**src/rtl/cacheline_pkg.sv**
```systemverilog
// cacheline_pkg: shared widths, derived constants and types for the
// cache-line-to-DRAM-burst adaptor.
//   LINE_WIDTH  : cache line width in bits
//   BURST_WIDTH : DRAM beat width in bits
//   ADDR_WIDTH  : byte address width
//   BEATS       : beats per line
//   OFFSET_BITS : byte-offset bits within a line
package cacheline_pkg;

   localparam int unsigned LINE_WIDTH  = 256;
   localparam int unsigned BURST_WIDTH = 64;
   localparam int unsigned ADDR_WIDTH  = 32;
   localparam int unsigned BEATS       = LINE_WIDTH / BURST_WIDTH;
   localparam int unsigned OFFSET_BITS = $clog2(LINE_WIDTH / 8);
   localparam int unsigned CNT_WIDTH   = $clog2(BEATS);

   typedef enum logic [1:0] {
      IDLE,
      READ,
      WRITE,
      DONE
   } adaptor_state_t;

   typedef logic [LINE_WIDTH-1:0]  line_t;
   typedef logic [BURST_WIDTH-1:0] beat_t;

endpackage

```
**src/rtl/cacheline_adaptor.sv**
```systemverilog
// cacheline_adaptor: converts one cache line transaction into a burst of
// BEATS DRAM beats (write) or collects BEATS beats into a line (read), then
// pulses resp_o for one cycle.
// Ports:
//   clk, rst              : clock, synchronous active-high reset
//   address_i             : cache-side line address
//   read_i / write_i      : cache line read / write request (write wins)
//   line_i / line_o       : line to write back / assembled read line
//   resp_o                : one-cycle transaction-complete pulse
//   address_o             : line-aligned DRAM burst address
//   read_o / write_o      : DRAM burst read / write
//   burst_o / burst_i     : write beat data / read beat data
//   resp_i                : DRAM beat valid/accepted
// Optional (macro ADAPTOR_PERF_EN):
//   rd_cnt_o, wr_cnt_o    : completed reads / writes (saturating)
//   stall_cnt_o           : burst cycles with resp_i low (saturating)
module cacheline_adaptor
   import cacheline_pkg::*;
(
   input  logic                  clk,
   input  logic                  rst,
   input  logic [ADDR_WIDTH-1:0] address_i,
   input  logic                  read_i,
   input  logic                  write_i,
   input  line_t                 line_i,
   output line_t                 line_o,
   output logic                  resp_o,
   output logic [ADDR_WIDTH-1:0] address_o,
   output logic                  read_o,
   output logic                  write_o,
   output beat_t                 burst_o,
   input  beat_t                 burst_i,
   input  logic                  resp_i
`ifdef ADAPTOR_PERF_EN
   ,
   output logic [31:0]           rd_cnt_o,
   output logic [31:0]           wr_cnt_o,
   output logic [31:0]           stall_cnt_o
`endif
);

   adaptor_state_t                        state_q, state_d;
   logic [CNT_WIDTH-1:0]                  cnt_q;
   logic [ADDR_WIDTH-1:0]                 addr_q;
   logic [BEATS-1:0][BURST_WIDTH-1:0]     buf_q;

   // Byte-offset bits are discarded by line alignment.
   logic unused_offset;
   assign unused_offset = ^address_i[OFFSET_BITS-1:0];

   always_ff @(posedge clk) begin
      if (rst) begin
         state_q <= IDLE;
         cnt_q   <= '0;
         addr_q  <= '0;
         buf_q   <= '0;
      end else begin
         state_q <= state_d;
         unique case (state_q)
            IDLE: begin
               if (write_i || read_i) begin
                  addr_q <= {address_i[ADDR_WIDTH-1:OFFSET_BITS], {OFFSET_BITS{1'b0}}};
                  cnt_q  <= '0;
               end
               if (write_i) buf_q <= line_i;
            end
            READ: begin
               if (resp_i) begin
                  buf_q[cnt_q] <= burst_i;
                  cnt_q        <= cnt_q + 1'b1;
               end
            end
            WRITE: begin
               if (resp_i) cnt_q <= cnt_q + 1'b1;
            end
            default: ;
         endcase
      end
   end

   always_comb begin
      state_d   = state_q;
      read_o    = 1'b0;
      write_o   = 1'b0;
      resp_o    = 1'b0;
      address_o = '0;
      burst_o   = '0;
      unique case (state_q)
         IDLE: begin
            if (write_i)     state_d = WRITE;
            else if (read_i) state_d = READ;
         end
         READ: begin
            read_o    = 1'b1;
            address_o = addr_q;
            if (resp_i && cnt_q == CNT_WIDTH'(BEATS - 1)) state_d = DONE;
         end
         WRITE: begin
            write_o   = 1'b1;
            address_o = addr_q;
            burst_o   = buf_q[cnt_q];
            if (resp_i && cnt_q == CNT_WIDTH'(BEATS - 1)) state_d = DONE;
         end
         DONE: begin
            resp_o  = 1'b1;
            state_d = IDLE;
         end
         default: state_d = IDLE;
      endcase
   end

   // Packed buffer: beat 0 occupies the line's least significant bits.
   assign line_o = buf_q;

`ifdef ADAPTOR_PERF_EN
   // Remembers which kind of transaction DONE is completing.
   logic        served_wr_q;
   logic [31:0] rd_cnt_q, wr_cnt_q, stall_cnt_q;

   always_ff @(posedge clk) begin
      if (rst) begin
         served_wr_q <= 1'b0;
         rd_cnt_q    <= '0;
         wr_cnt_q    <= '0;
         stall_cnt_q <= '0;
      end else begin
         if (state_q == IDLE && (write_i || read_i)) served_wr_q <= write_i;
         if (state_q == DONE) begin
            if (served_wr_q) begin
               if (wr_cnt_q != '1) wr_cnt_q <= wr_cnt_q + 32'd1;
            end else begin
               if (rd_cnt_q != '1) rd_cnt_q <= rd_cnt_q + 32'd1;
            end
         end
         if ((state_q == READ || state_q == WRITE) && !resp_i) begin
            if (stall_cnt_q != '1) stall_cnt_q <= stall_cnt_q + 32'd1;
         end
      end
   end

   assign rd_cnt_o    = rd_cnt_q;
   assign wr_cnt_o    = wr_cnt_q;
   assign stall_cnt_o = stall_cnt_q;
`endif

endmodule

```
**config.mk**
```make
export PLATFORM = sky130hd
export DESIGN_NAME = cacheline_adaptor
export DESIGN_NICKNAME = d
export VERILOG_FILES = /design/src/rtl/cacheline_pkg.sv /design/src/rtl/cacheline_adaptor.sv
export SDC_FILE = /design/constraint.sdc
export NUM_CORES = 1
export LEC_CHECK = 0
export BUFFER_PORTS_ARGS = -buffer_cell sky130_fd_sc_hd__buf_2
export CAP_MARGIN = 10
export CELL_PAD_IN_SITES_DETAIL_PLACEMENT = 0
export CELL_PAD_IN_SITES_GLOBAL_PLACEMENT = 1
export CORE_ASPECT_RATIO = 0.5
export CORE_MARGIN = 3
export CORE_UTILIZATION = 25
export CTS_CLUSTER_SIZE = 16
export DETAILED_ROUTE_END_ITERATION = 8
export PLACE_DENSITY = 0.66
export SYNTH_ARGS = -nofsm -noshare
export SYNTH_HDL_FRONTEND = slang
export SYNTH_SLANG_ARGS = --single-unit
export TNS_END_PERCENT = 5
```
**constraint.sdc**
```tcl
create_clock -name clk -period 2.6 [get_ports clk]
set_input_delay 0.13 -clock clk [delete_from_list [all_inputs] [get_ports clk]]
set_output_delay 0.13 -clock clk [all_outputs]
set_load 0.01 [all_outputs]
```
==> impl_results.md <==
* Outcome: finished clean
* Largest family of logic cells by synthesized area: compound AO/OA/AOI/OAI gates
* Tot GR Track Use at 0.239
* Routed wire length per instance at 25.6 um
* Leak at 10.1 nW
* VDD IR max at roughly 520 uV
* Grt ovf at 0
* EDFF count, synth at 0
* Worst slew pin tran at approximately 1000 ps
* Detailed placement HPWL at between 60000 and 70000 um
* DIE WIDTH at about 380 um
* Clock tree buffer depth at 3
* Yosys warnings at 0
* Worst Path Max Fanout at 31
* CTS H-tree depth at 2
* Sequential fraction of the synthesis area at 0.327
* Top post-synthesis cells by area: dfxtp_1, a311oi_2, a211oi_2
* Final hold viol count at 0
* Die height at ~190 um
* Seq cells post-synth at between 200 and 300
* Vias after detailed routing at between 15000 and 20000
* CTS Root Cell: clkbuf_16
* Routed Antenna Nets at 0
* TritonCTS Sinks at about 290
* Asr flop ratio synth at 0
* Cts bufs inserted at 34
* Worst path required time at 2470 ps
* Post-route setup TNS at 0 ps
* Post-synth top area share at 0.327
* Post-CTS Setup Repair Bufs at 0
* Die footprint at approximately 74000 um2
* Minimum clock period at ~2500 ps
* Critical path arrival at 2370 ps
* Filler cell count at slightly above 7000
* Cells after synthesis at between 1500 and 2000
* First-pass DRT Iterations at 5
* Placer Congestion at approximately 0.93
* Power Dens Cells at ~1100 nW/um2
* Main flop type after synthesis: dfxtp_1
* CTS tree: done
* Clk_skew at 19.9 ps
* Critical path capture point type: primary output
* Fmax at around 400 MHz
* IO buf count at approximately 700
* Core Area at between 60000 and 70000 um2
* Nets at about 3000
* Initial Util at 0.254
* DP Worst Slack at 299 ps
* Final hold slack at around 34 ps
* Max cap viols at 0
* Adder-Cell Fraction of Synth Area at 0.00641
* Total Routed Length at 92300 um
* Compound-gate portion of the synthesized area at 0.331
* Post-Synth Simple-Gate Area at 0.179
* Vias in the first global route at 19410
* Yosys top cell by area: dfxtp_1
* XOR/XNOR Fraction of Synth Area at 0
* Area Overhead vs Synth at 44.6%
* Power, Total at 29.0 mW
* DRC errors left at 0
* Yosys cell types at 33
* Layout cells sized above 1 at 0.429
* Skew-Pair Late Insertion Delay at roughly 530 ps
* First-pass GRT wire length at around 130000 um
* I/O pin count at 712
* Worst-path clk slew at 60 ps
* Final WS setup at between 90 and 100 ps
* Mux contribution to synthesized area at 0.0835
* Post-DP Area at between 20000 and 25000 um2
* RSZ-0062 raised after global routing: false
* Slew Viols, Final at 0
* Initial antenna violation count at 20
* Design Area, Final at 25400 um2
* Cell Rows at 68
* Avg Cell Area, Syn at 9.56 um2
* Slew Limit Headroom at 0.335
* Tcrit/Tclk final at 0.962
* Vias/cell at ~5.4
* 1st-iter DRT viols at around 1700
* Worst Hold Class: in -> reg
* Largest net degree at the start of global routing at ~150
* Crit start category: register
* Setup-failing EPs final at 0
* CP Class: reg -> out
* Netlist Area Pre-Place at 17600 um2
registers in the layout (all words and copies together), names as in the netlist:
name	flops
line_o	256
addr_q	27
cnt_q	2
state_q	2
power by group:
group / internal [mW] / switching [mW] / total, mW
Sequential: 6.32 / 2.03 / 8.35
Clock: 3.07 / 2.14 / 5.21
Combinational: 6.37 / 9.07 / 15.4
Total: 15.8 / 13.2 / 29.0
repair_timing:
item	in CTS	in global routing
resized for setup	0	2
endpoints found under the hold margin	254	0
endpoints found under the setup margin	0	1
hold buffers	221	0
cells in the mapped netlist, types with 2 or more instances:
master,number
dfxtp_1,287
a21oi_1,224
a31oi_1,192
clkbuf_1,137
nand2b_1,133
nor2b_1,130
nand3_1,129
a211oi_2,120
a311oi_2,120
and2_1,94
mux4_2,64
buf_2,59
nand2_1,55
buf_6,31
buf_4,14
a311oi_1,9
ha_1,9
a211oi_1,8
inv_1,4
and3_1,3
a21bo_2,2
buf_1,2
o31ai_1,2
or4_1,2
cell type report:
class,instances,area (um2),share of cell area
diodes,20,50.0,0.00197
inverters,4,15.0,0.000591
clock inverters,11,195,0.00768
multi-input cells,1308,10700,0.420
clock buffers,48,955,0.0376
repair buffers,976,6580,0.259
flip-flops and latches,287,5750,0.226
well taps,945,1180,0.0465
worst max-delay path, stage by stage, from the launching register on:
cell     delay, ps
dfxtp_4        570
buf_12         300
mux4_2         610
and2_1         180
buf_2          130
routing by layer:
layer | vias to the layer above | global-route usage | wire (um)
met2 | 792 | 0.404 | 46100
li1 | 8520 | - | -
met5 | - | 0 | 0
met4 | 0 | 0.0804 | 2640
met1 | 9902 | 0.308 | 37700
met3 | 153 | 0.0424 | 5930
cells by family (layout without fill, tap and decap cells):
logic type               after synthesis  after routing
other                                  1             25
AO/OA/AOI/OAI                        679            679
adder cells (fa/ha/maj)                9              9
multiplexers                          66             66
flip-flops                           287            287
AND/OR/NAND/NOR                      549            549
buffers and inverters                248           1039
path summary, 6_finish.rpt:
check                                        startpoint                  endpoint  cells past startpoint  slack (ps)
worst max-delay path              cnt_q[0]$_SDFFE_PP0P_                burst_o[4]                      4         100
worst min register to register  addr_q[18]$_SDFFE_PP0P_   addr_q[18]$_SDFFE_PP0P_                      2         450
worst min-delay path                        burst_i[27]  line_o[219]$_SDFFE_PP0P_                      3          30
worst max register to register  state_q[0]$_SDFFE_PP0P_  line_o[240]$_SDFFE_PP0P_                      6         200
layout by cell type, fill, tap and decap left out, types with 4 or more instances in the layout:
master         synthesis  final
buf_2                 59    700
dfxtp_1              287    285
a21oi_1              224    224
dlygate4sd3_1          0    221
a31oi_1              192    192
nor2b_1              130    130
nand2b_1             133    129
nand3_1              129    129
a211oi_2             120    120
a311oi_2             120    120
and2_1                94     91
mux4_2                64     64
nand2_1               55     55
clkbuf_16              0     35
buf_12                 0     35
diode_2                0     20
buf_4                 14     18
clkbuf_1             137     10
a311oi_1               9      9
a211oi_1               8      8
ha_1                   9      5
conb_1                 1      5
bufinv_16              0      5
inv_1                  4      4
nand2b_4               0      4
ha_4                   0      4
per-stage QoR:
| step | cells | util |
|---|---|---|
| final | 3599 | 0.367 |
| after global routing | 3596 | 0.367 |
| after CTS | 3579 | 0.366 |
| after detailed placement | 3299 | 0.317 |
| after global placement | 3298 | 0.317 |
| after floorplan | 1843 | - |
(Power assumes the default switching activity.)
